### config.mk
export PLATFORM = sky130hd
export DESIGN_NAME = ifu
export DESIGN_NICKNAME = d
export VERILOG_FILES = /design/src/rtl/ifu_pkg.sv /design/src/rtl/ifu.sv
export VERILOG_INCLUDE_DIRS = /design/src /design/src/rtl
export SDC_FILE = /design/constraint.sdc
export NUM_CORES = 1
export LEC_CHECK = 0
export CAP_MARGIN = 10
export CELL_PAD_IN_SITES_DETAIL_PLACEMENT = 1
export CELL_PAD_IN_SITES_GLOBAL_PLACEMENT = 2
export CORE_MARGIN = 5
export CORE_UTILIZATION = 26
export DETAILED_ROUTE_END_ITERATION = 10
export HOLD_SLACK_MARGIN = 0.08
export PLACE_DENSITY = 0.92
export SKIP_CTS_REPAIR_TIMING = 1
export SLEW_MARGIN = 20
export SYNTH_ARGS = -nofsm -noshare
export SYNTH_HDL_FRONTEND = slang
export SYNTH_SLANG_ARGS = --single-unit
### constraint.sdc
create_clock -name clk -period 6.2 [get_ports clk]
set_input_delay 0.62 -clock clk [delete_from_list [all_inputs] [get_ports clk]]
set_output_delay 0.62 -clock clk [all_outputs]
set_load 0.01 [all_outputs]
### src/rtl/defines.svh
`ifndef DEFINES_SVH
`define DEFINES_SVH

`define INST_ADDR_BUS 31:0
`define INST_DATA_BUS 31:0
`define ZERO_WORD     32'h0000_0000

`endif

### src/rtl/ifu_pkg.sv
// Shared types and constants for the instruction fetch unit.
package ifu_pkg;

  typedef enum logic [1:0] {S_REQ, S_WAIT, S_OUT} ifu_state_e;

  localparam int INST_BYTES = 4;

  function automatic logic [31:0] word_align(input logic [31:0] addr);
    return addr & ~32'h3;
  endfunction

endpackage

### src/rtl/ifu.sv
// Instruction fetch: one outstanding imem request, one-entry output buffer to decode.
// Request->inst_valid in 2 cycles (3-cycle peak cadence); stalls in S_OUT until decode takes the instruction.
`include "defines.svh"

module ifu
  import ifu_pkg::*;
#(
  parameter logic [31:0] RESET_PC = 32'h8000_0000
) (
  input  logic                  clk,
  input  logic                  rst_n,
  output logic                  imem_req_valid,
  input  logic                  imem_req_ready,
  output logic [31:0]           imem_req_addr,
  input  logic                  imem_rsp_valid,
  input  logic [31:0]           imem_rsp_data,
  output logic                  inst_valid,
  input  logic                  inst_ready,
  output logic [`INST_DATA_BUS] inst_id,
  output logic [`INST_ADDR_BUS] pc_id,
  input  logic                  redirect_valid,
  input  logic [31:0]           redirect_pc,
  output logic [31:0]           fetch_cnt
);

  ifu_state_e            r_state;
  ifu_state_e            w_state_nxt;
  logic [31:0]           r_pc;
  logic                  r_kill;
  logic [`INST_DATA_BUS] r_inst;
  logic [`INST_ADDR_BUS] r_pc_id;
  logic [31:0]           r_cnt;

  logic w_req_acc;
  logic w_rsp_in_wait;
  logic w_out_hs;
  logic w_capture;

  assign w_req_acc     = (r_state == S_REQ) && imem_req_ready;
  assign w_rsp_in_wait = (r_state == S_WAIT) && imem_rsp_valid;
  assign w_out_hs      = (r_state == S_OUT) && inst_ready;
  assign w_capture     = w_rsp_in_wait && !r_kill && !redirect_valid;

  always_ff @(posedge clk) begin
    if (!rst_n) begin
      r_state <= S_REQ;
    end else begin
      r_state <= w_state_nxt;
    end
  end

  always_comb begin
    w_state_nxt = r_state;
    case (r_state)
      S_REQ:   if (imem_req_ready) w_state_nxt = S_WAIT;
      S_WAIT:  if (imem_rsp_valid) w_state_nxt = w_capture ? S_OUT : S_REQ;
      S_OUT:   if (inst_ready || redirect_valid) w_state_nxt = S_REQ;
      default: w_state_nxt = S_REQ;
    endcase
  end

  always_comb begin
    imem_req_valid = 1'b0;
    inst_valid     = 1'b0;
    case (r_state)
      S_REQ:   imem_req_valid = 1'b1;
      S_OUT:   inst_valid     = 1'b1;
      default: ;
    endcase
  end

  // Redirect wins over the sequential increment, even when the handshake completes.
  always_ff @(posedge clk) begin
    if (!rst_n) begin
      r_pc    <= word_align(RESET_PC);
      r_kill  <= 1'b0;
      r_inst  <= `ZERO_WORD;
      r_pc_id <= `ZERO_WORD;
      r_cnt   <= 32'd0;
    end else begin
      if (redirect_valid) begin
        r_pc <= word_align(redirect_pc);
      end else if (w_out_hs) begin
        r_pc <= r_pc + 32'(INST_BYTES);
      end

      // A redirect while a request is in flight (or being accepted) makes its response stale.
      if (w_rsp_in_wait) begin
        r_kill <= 1'b0;
      end else if (redirect_valid && (w_req_acc || r_state == S_WAIT)) begin
        r_kill <= 1'b1;
      end

      if (w_capture) begin
        r_inst  <= imem_rsp_data;
        r_pc_id <= r_pc;
      end

      if (w_out_hs) begin
        r_cnt <= r_cnt + 32'd1;
      end
    end
  end

  assign imem_req_addr = r_pc;
  assign inst_id       = r_inst;
  assign pc_id         = r_pc_id;
  assign fetch_cnt     = r_cnt;

  a_rsp_only_in_wait: assert property (@(posedge clk) disable iff (!rst_n)
    imem_rsp_valid |-> (r_state == S_WAIT));

endmodule

==> results summary, run 1 <==
The run finished with clean final reports. The post-detailed-placement half-perimeter wirelength is between 10,000 and 15,000 um. The number of clock sinks came out at between 100 and 150. The top-level I/O count came out at 200. The number of input and output port buffers inserted came out at around 190. The number of warnings reported in the yosys synthesis log came out at 0. Dividing the final minimum period by the clock period gives 0.447. The number of buffers between clock root and the deepest sink came out at 2. At the worst endpoint, the required time is ~6.5 ns.

The via count of the first global-routing pass is about 5,600. The number of fillers in the final layout came out at between 2,000 and 2,500. Along the worst path, the maximum fanout reaches 18. The path type of the worst min-delay path is flop to flop.

The die covers 24,100 um^2. The antenna diode count is 0. The critical path endpoint category is a flop. The count of nets left with antenna violations after detail routing is 0. For the pin with the worst max-slew slack, the measured transition is between 0.8 and 0.9 ns. In this run the tightest slew margin relative to its limit is 0.418. Between clock sinks in the finished design, the worst skew comes to 0.00759 ns. The total routing usage reported by global routing is 0.157. The signal arrival time at the worst endpoint came out at just over 3 ns. The via count came out at roughly 5,600.

The initial cell density of the core came out at 0.262. The number of max-slew violations in the final report came to 0. By startpoint and endpoint, the worst setup path is classified as primary input to flop. The region available for standard cell placement spans roughly 21,000 um^2.

The setup slack after placement came out at 3.02 ns. The CTS tree is yes. The number of H-tree levels came out at 4. The post-synthesis async set-or-reset flop share is 0. The clock-pin slew on the worst setup and hold paths came out at roughly 0.06 ns. The sequential cell area came out at approximately 2500 um^2. The post-synthesis sequential area ratio is 0.464. The count of maximum capacitance violations came out at 0.

The total wire length came out at between 15,000 and 20,000 um. The flop and latch count out of synthesis came out at around 130. IR analysis of the VDD net gives a maximum drop of roughly 0.00016 V. Setup repair after global routing left no endpoint under its margin. The final layout contains between 900 and 1,000 nets. For this design the ratio of total power to cell area is 252 nW/um^2. Row generation in the floorplan step produced 53 rows. The first detailed-routing pass took 4 iterations. The sum of negative setup slack came out at 0 ns. The synthesized design contains 0 enable-type register cells. The die outline width is roughly 160 um. The number of antenna violations at the first check in global routing is 0. The clock insertion delay at the later pin of the skew report is 0.41 ns. The synthesized netlist cell count came out at approximately 680. The design draws a little over 2 mW. The post-route minimum period came out at 2.77 ns. The cell total after placement is around 1,100.

The setup-violating endpoint count in the final report is 0. The routability congestion estimate came out at roughly 0.7. The most used flip-flop cell after synthesis is sky130_fd_sc_hd__dfxtp_1. The leakage power summed over all cells is 2.62 nW. In the routed design, unresolved DRC markers number 0. STA classifies the critical path startpoint as a primary input.

The minimum setup slack in the final design is about 3.4 ns. The per-cell routed wire length is approximately 17 um. Summing all multi-input logic gate instances after layout gives 2670 um^2. For this block, the initial DRC count from the detailed router was 180.

The number of failing hold endpoints at the final stage is 0. The maximum operating frequency is ~360 MHz. The count of unique library cells instantiated by Yosys is 47. The number of clock buffers inserted by TritonCTS is 17. The count of non-filler cells in the finished layout is 1,131. The share of cells above drive strength 1 is 0.0444.

In this run the mean area of a mapped cell was between 8 and 9 um^2. The mapped netlist covers 5480 um^2. The area growth from synthesis to layout is 49.0%. The residual overflow from global routing came out at 0.

The clock tree root driver cell is sky130_fd_sc_hd__clkbuf_16. The vertical die dimension is about 160 um. The via count normalized by instance count is between 4 and 5. The maximum number of pins on one net before global-route repair came out at between 50 and 60. The first-pass GRT wire length is a little over 30,000 um.
## through the flow
| stage | hold slack (ns) | area, um^2 | utilization |
|---|---|---|---|
| final | 0.451 | 8160 | 0.391 |
| after global routing | 0.471 | 8160 | 0.391 |
| after CTS | 0.454 | 8160 | 0.391 |
| after detailed placement | 0.446 | 7570 | 0.363 |
| after global placement | 0.441 | 7570 | 0.363 |
| after floorplan | 0.481 | 5490 | - |
## flip-flops by register name (all words and copies together) (netlist names)
signal / flops
r_state: 2
pc_id: 30
inst_id: 32
fetch_cnt: 32
imem_req_addr: 30
r_kill: 1
## synthesized netlist by cell type (2+ instances only)
cell type	instances	area, um^2
sky130_fd_sc_hd__a21oi_1	91	455
sky130_fd_sc_hd__a311oi_1	2	17.5
sky130_fd_sc_hd__a31oi_1	15	93.8
sky130_fd_sc_hd__and2_1	2	12.5
sky130_fd_sc_hd__and3_1	3	18.8
sky130_fd_sc_hd__and4_1	7	61.3
sky130_fd_sc_hd__buf_1	2	7.51
sky130_fd_sc_hd__buf_2	3	15.0
sky130_fd_sc_hd__buf_4	4	30.0
sky130_fd_sc_hd__clkbuf_1	46	173
sky130_fd_sc_hd__dfxtp_1	127	2540
sky130_fd_sc_hd__ha_1	2	25.0
sky130_fd_sc_hd__inv_1	10	37.5
sky130_fd_sc_hd__inv_2	2	7.51
sky130_fd_sc_hd__mux2i_1	4	40.0
sky130_fd_sc_hd__nand2_1	149	559
sky130_fd_sc_hd__nand2b_1	5	31.3
sky130_fd_sc_hd__nand3_1	16	80.1
sky130_fd_sc_hd__nand4_1	18	113
sky130_fd_sc_hd__nand4b_1	2	17.5
sky130_fd_sc_hd__nor2_1	17	63.8
sky130_fd_sc_hd__nor3_1	11	55.1
sky130_fd_sc_hd__nor4_1	6	37.5
sky130_fd_sc_hd__o21ai_0	35	175
sky130_fd_sc_hd__o31ai_1	25	188
sky130_fd_sc_hd__or3_1	13	81.3
sky130_fd_sc_hd__or4_1	28	210
sky130_fd_sc_hd__or4_4	2	22.5
sky130_fd_sc_hd__xnor2_1	12	105
sky130_fd_sc_hd__xor2_1	5	43.8
## worst max-delay path, stage by stage
cell	delay (ns)
sky130_fd_sc_hd__clkdlybuf4s50_1	0.71
sky130_fd_sc_hd__nand4_1	0.19
sky130_fd_sc_hd__or4_1	0.84
sky130_fd_sc_hd__or4_1	0.57
sky130_fd_sc_hd__a31oi_1	0.16
## report_power, final
group          internal [mW]  total [mW]  leakage [nW]  switching, mW
logic                 0.0942       0.170          1.30         0.0760
registers              0.839       0.869          1.03         0.0300
clock network          0.659        1.02         0.286          0.360
## cell usage in the layout, fill, tap and decap left out, types with 12 or more instances in the layout
master                            instances
sky130_fd_sc_hd__or4_1                   28
sky130_fd_sc_hd__nand2_1                149
sky130_fd_sc_hd__a31oi_1                 15
sky130_fd_sc_hd__xnor2_1                 12
sky130_fd_sc_hd__nor2_1                  17
sky130_fd_sc_hd__nand3_1                 16
sky130_fd_sc_hd__nand4_1                 18
sky130_fd_sc_hd__dfxtp_1                127
sky130_fd_sc_hd__a21oi_1                 91
sky130_fd_sc_hd__o31ai_1                 25
sky130_fd_sc_hd__o21ai_0                 35
sky130_fd_sc_hd__or3_1                   12
sky130_fd_sc_hd__clkdlybuf4s50_1        193
sky130_fd_sc_hd__clkbuf_16               17
## logic make-up after synthesis
group           Yosys count  synth area share
other cells               1          0.000685
flops                   127             0.464
xor+xnor                 17            0.0272
compound gates          178             0.186
buf+inv                  68            0.0514
fa+ha+maj                 2           0.00457
simple gates            284             0.259
mux                       4           0.00731
## layer usage
metal	routed length (um)	track usage	up-vias	part of all wire
li1	-	-	2751	-
met1	8380	0.196	2668	0.45
met2	9030	0.258	123	0.48
met3	1170	0.0503	18	0.062
met4	230	0.0475	0	0.012
met5	0	0	-	0
## final cells by class
| type | instances | share of cell area |
|---|---|---|
| sequential | 127 | 0.312 |
| clock inverter | 6 | 0.0132 |
| tap | 275 | 0.0422 |
| multi-input combinational | 489 | 0.327 |
| timing repair buffer | 198 | 0.241 |
| inverter | 12 | 0.00567 |
| clock buffer | 24 | 0.0590 |
## worst paths after layout
| check | start | depth (start not counted) | to | slack, ns |
|---|---|---|---|---|
| worst min-delay path | pc_id[2] | 2 | pc_id[2] | 0.45 |
| worst min register to register | pc_id[2] | 2 | pc_id[2] | 0.45 |
| worst max register to register | imem_req_addr[2] | 5 | imem_req_addr[26] | 3.65 |
| worst max-delay path | inst_ready | 5 | imem_req_addr[25] | 3.43 |
No activity file was read; power rests on OpenSTA's default activity.
==> run 2, diff against run 1 <==
CORE_UTILIZATION = 22   (was 26)
PLACE_DENSITY = 0.83   (was 0.92)
clock period = 2.4 ns   (was 6.2 ns; I/O delays follow)
==> run 2 against run 1 <==
Sequential power grew to 2.6 times the previous value. Register-to-register slack lost 3.4 ns. Flip-flop and latch count is the same. First-iteration DRC count grew 52%. Clock power grew to 2.8 times the previous value. Non-clock buffer count grew 27. Via count grew 1.1%. Worst setup slack lost 3.2 ns. Critical path type is now flop to flop. Largest cell class unchanged.
==> results summary, run 2 (synthesis gave the netlist of run 1 again) <==
The via count of the first global-routing pass is 5,693 (+1.2%). The library cell used most frequently in the layout, excluding fill and tap cells, is sky130_fd_sc_hd__clkdlybuf4s50_1. The signal arrival time at the worst endpoint came out at 2.51 ns (-0.59 ns).

The maximum number of pins on one net before global-route repair came out at 78 (+39%). The standard cell with the maximum stage delay on the critical path is sky130_fd_sc_hd__or4_1. The total routing usage reported by global routing was 0.140 (-0.0169).

The per-cell routed wire length came out at 16.7 um (+0.30%). The final cell area excluding filler cells came to 8520 um^2 (+4.3%). The area growth from synthesis to layout came out at 55.5%.

Of the available clock period, the critical path in the final layout requires 0.907. The transition time at the pin with the least slew margin came out at 0.624 ns (-0.246 ns). The total wire length came out at 20,100 um (+6.9%). The die outline width is 168 um (+8.2%). The clock-pin slew on the worst setup and hold paths is 0.06 ns (about the same). In this run the critical register-to-register path is captured at imem_req_addr[26]. The startpoint identified for the worst hold timing path is imem_rsp_data[3]. The standard cell core area is 24,400 um^2 (+17%). The relative contribution of sequential cells to total power is 0.403 (-0.019). The worst setup path category is flop to flop. The first-pass GRT wire length came to 31,700 um (+3.9%). The power density over cell area is 649 nW/um^2 (+160%). The number of failing hold endpoints at the final stage came out at 0 (unchanged). Static timing analysis puts the maximum clock frequency at around 460 MHz. The power consumption is 5.53 mW (+170%). The number of cell instances on the worst register-to-register path came to 5 (unchanged). The path type of the worst min-delay path is primary input to flop.

The overall die area is 28,100 um^2 (+17%). The number of clock sinks came out at 127 (unchanged). The post-detailed-placement half-perimeter wirelength is 14,200 um (+6.5%). The clock insertion delay at the later pin of the skew report came out at 0.41 ns (about the same). The number of cells on the worst hold path is 3 (+1).

The terminating pin of the worst hold path is inst_id[3]. The highest fanout seen on the critical path came out at 19 (+1). The count of maximum capacitance violations is 0 (unchanged).

The number of optimization iterations in the first detailed-route pass came out at 6 (+2). The residual overflow from global routing came out at 0 (unchanged). The internal cell power came to 4.30 mW (+170%). The initial cell density of the core is 0.225 (-0.0376). The setup-violating endpoint count in the final report is 0 (unchanged). The worst-case vdd ir drop came to 0.000385 V (+140%). The worst endpoint required time is 2.73 ns (-3.80 ns). The net switching power came to 1.23 mW (+160%). The number of clock buffers inserted by TritonCTS was 17 (unchanged). The top-level I/O count came out at 200 (unchanged). The leakage power summed over all cells is 2.78 nW (+6.4%). The top cell types in the final layout, fill and taps aside, are sky130_fd_sc_hd__clkdlybuf4s50_1 (193), sky130_fd_sc_hd__nand2_1 (149), sky130_fd_sc_hd__dfxtp_1 (127). The DRC violation count after routing was 0 (unchanged). The flow ran to the end, and the final reports show no timing, DRC or antenna violations. The final clock skew came out at 0.00873 ns (+0.00114 ns). The via count normalized by instance count came to 4.66 (-5.2%). The switching portion of total power is 0.222 (-0.00413). The longest individual stage delay on the worst path is 0.55 ns (-0.29 ns). The clock tree root driver cell is sky130_fd_sc_hd__clkbuf_16. The count of nets left with antenna violations after detail routing came to 0 (unchanged). The share of power burned in combinational logic came out at 0.089 (+0.006). TritonCTS built the clock tree. The post-detailed-placement cell area came out at 7890 um^2 (+4.1%). The antenna diode count is 0 (unchanged). The relative contribution of the clock network to total power came out at 0.508 (+0.013). Traced cell by cell, the critical path runs through nand2b_1, or4_1, buf_4, or4_1, a31oi_1. The initial detailed-routing violation count is 273 (+52%). The number of fillers in the final layout came out at 2,877 (+17%).

The number of max-slew violations in the final report is 0 (unchanged). The net total in the final layout is 944 (+2.9%). The via count came out at 5,620 (+1.1%). The number of antenna violations at the first check in global routing is 0 (unchanged). The worst relative slew slack is 0.583 (+0.165). The number of buffers between clock root and the deepest sink is 2 (unchanged). The cell that appears most often on the critical path is sky130_fd_sc_hd__or4_1.

The vertical die dimension is 168 um (+8.2%). The register-to-register setup slack is 0.22 ns (-3.43 ns). The number of H-tree levels is 4 (unchanged). Setup repair after global routing left no endpoint under its margin.

The worst setup path is launched from a flop. After layout, the minimum clock period comes to ~2.2 ns. The number of rows created at floorplan came out at 57 (+7.5%).

The number of input and output port buffers inserted is 193 (unchanged). The share of cells above drive strength 1 came to 0.0748 (+0.0304). The start of the worst register-to-register path is r_state[1]. The sum of negative setup slack is 0 ns (unchanged). The routability congestion estimate is 0.743 (+5.3%).

The critical path endpoint category is a flop.
## run 2: cell count changes in the layout (fill, tap and decap cells not counted), sizes merged
cell and delta:
buf +27, bufinv +1, clkinv -2
## run 2: worst max-delay path by stage
| stage | depth (start not counted) | to | slack (ns) | startpoint |
|---|---|---|---|---|
| 5_1_grt | 6 | imem_req_addr[26] | 0.1 | imem_req_addr[2] |
| 2_1_floorplan | 6 | imem_req_addr[26] | 0.31 | imem_req_addr[2] |
| 4_1_cts | 6 | imem_req_addr[26] | 0.22 | imem_req_addr[2] |
| 6_report | 5 | imem_req_addr[26] | 0.22 | r_state[1] |
| 3_5_place_dp | 6 | fetch_cnt[26] | -0.03 | inst_ready |
| 3_3_place_gp | 6 | fetch_cnt[16] | 0.05 | inst_ready |
## run 2: critical path, delay by kind of cell (launching register included)
kind / cells / cell delay, ns
and+or+nand+nor: 3 / 1.25
buffers and inverters: 1 / 0.22
AOI/OAI and AO/OA: 1 / 0.18
DFF: 1 / 0.45
## run 2: power by group through the flow
| stage | Combinational [mW] | Clock [mW] | Sequential [mW] |
|---|---|---|---|
| 6_report | 0.490 | 2.81 | 2.23 |
| 5_1_grt | 0.534 | 2.99 | 2.24 |
| 4_1_cts | 0.501 | 2.91 | 2.23 |
| 3_5_place_dp | 0.498 | 0 | 2.28 |
| 3_3_place_gp | 0.493 | 0 | 2.28 |
| 2_1_floorplan | 0.161 | 0 | 2.29 |
## run 2: per-stage QoR
step | cells | setup WS, ns | utilization | hold slack [ns]
4_1_cts | 1206 | 0.216 | 0.349 | 0.352
3_3_place_gp | 1177 | 0.0483 | 0.323 | 0.442
6_report | 1206 | 0.224 | 0.349 | 0.377
3_5_place_dp | 1177 | -0.0270 | 0.323 | 0.448
2_1_floorplan | 684 | 0.306 | - | 0.376
5_1_grt | 1206 | 0.0990 | 0.349 | 0.368
## run 2: cell type report
type,instances,area [um^2],area share
Tap cell,324,405,0.0476
Sequential cell,127,2540,0.299
Clock buffer,24,502,0.0589
Clock inverter,5,128,0.0150
Timing Repair Buffer,225,2220,0.261
Inverter,12,46.3,0.00544
Multi-Input combinational cell,489,2670,0.314
## run 2: routing by layer
metal  global-route usage  routed length [um]
met5                    0                   0
met4               0.0346                 161
met3               0.0471                1150
met2                0.233                9760
met1                0.174                9040
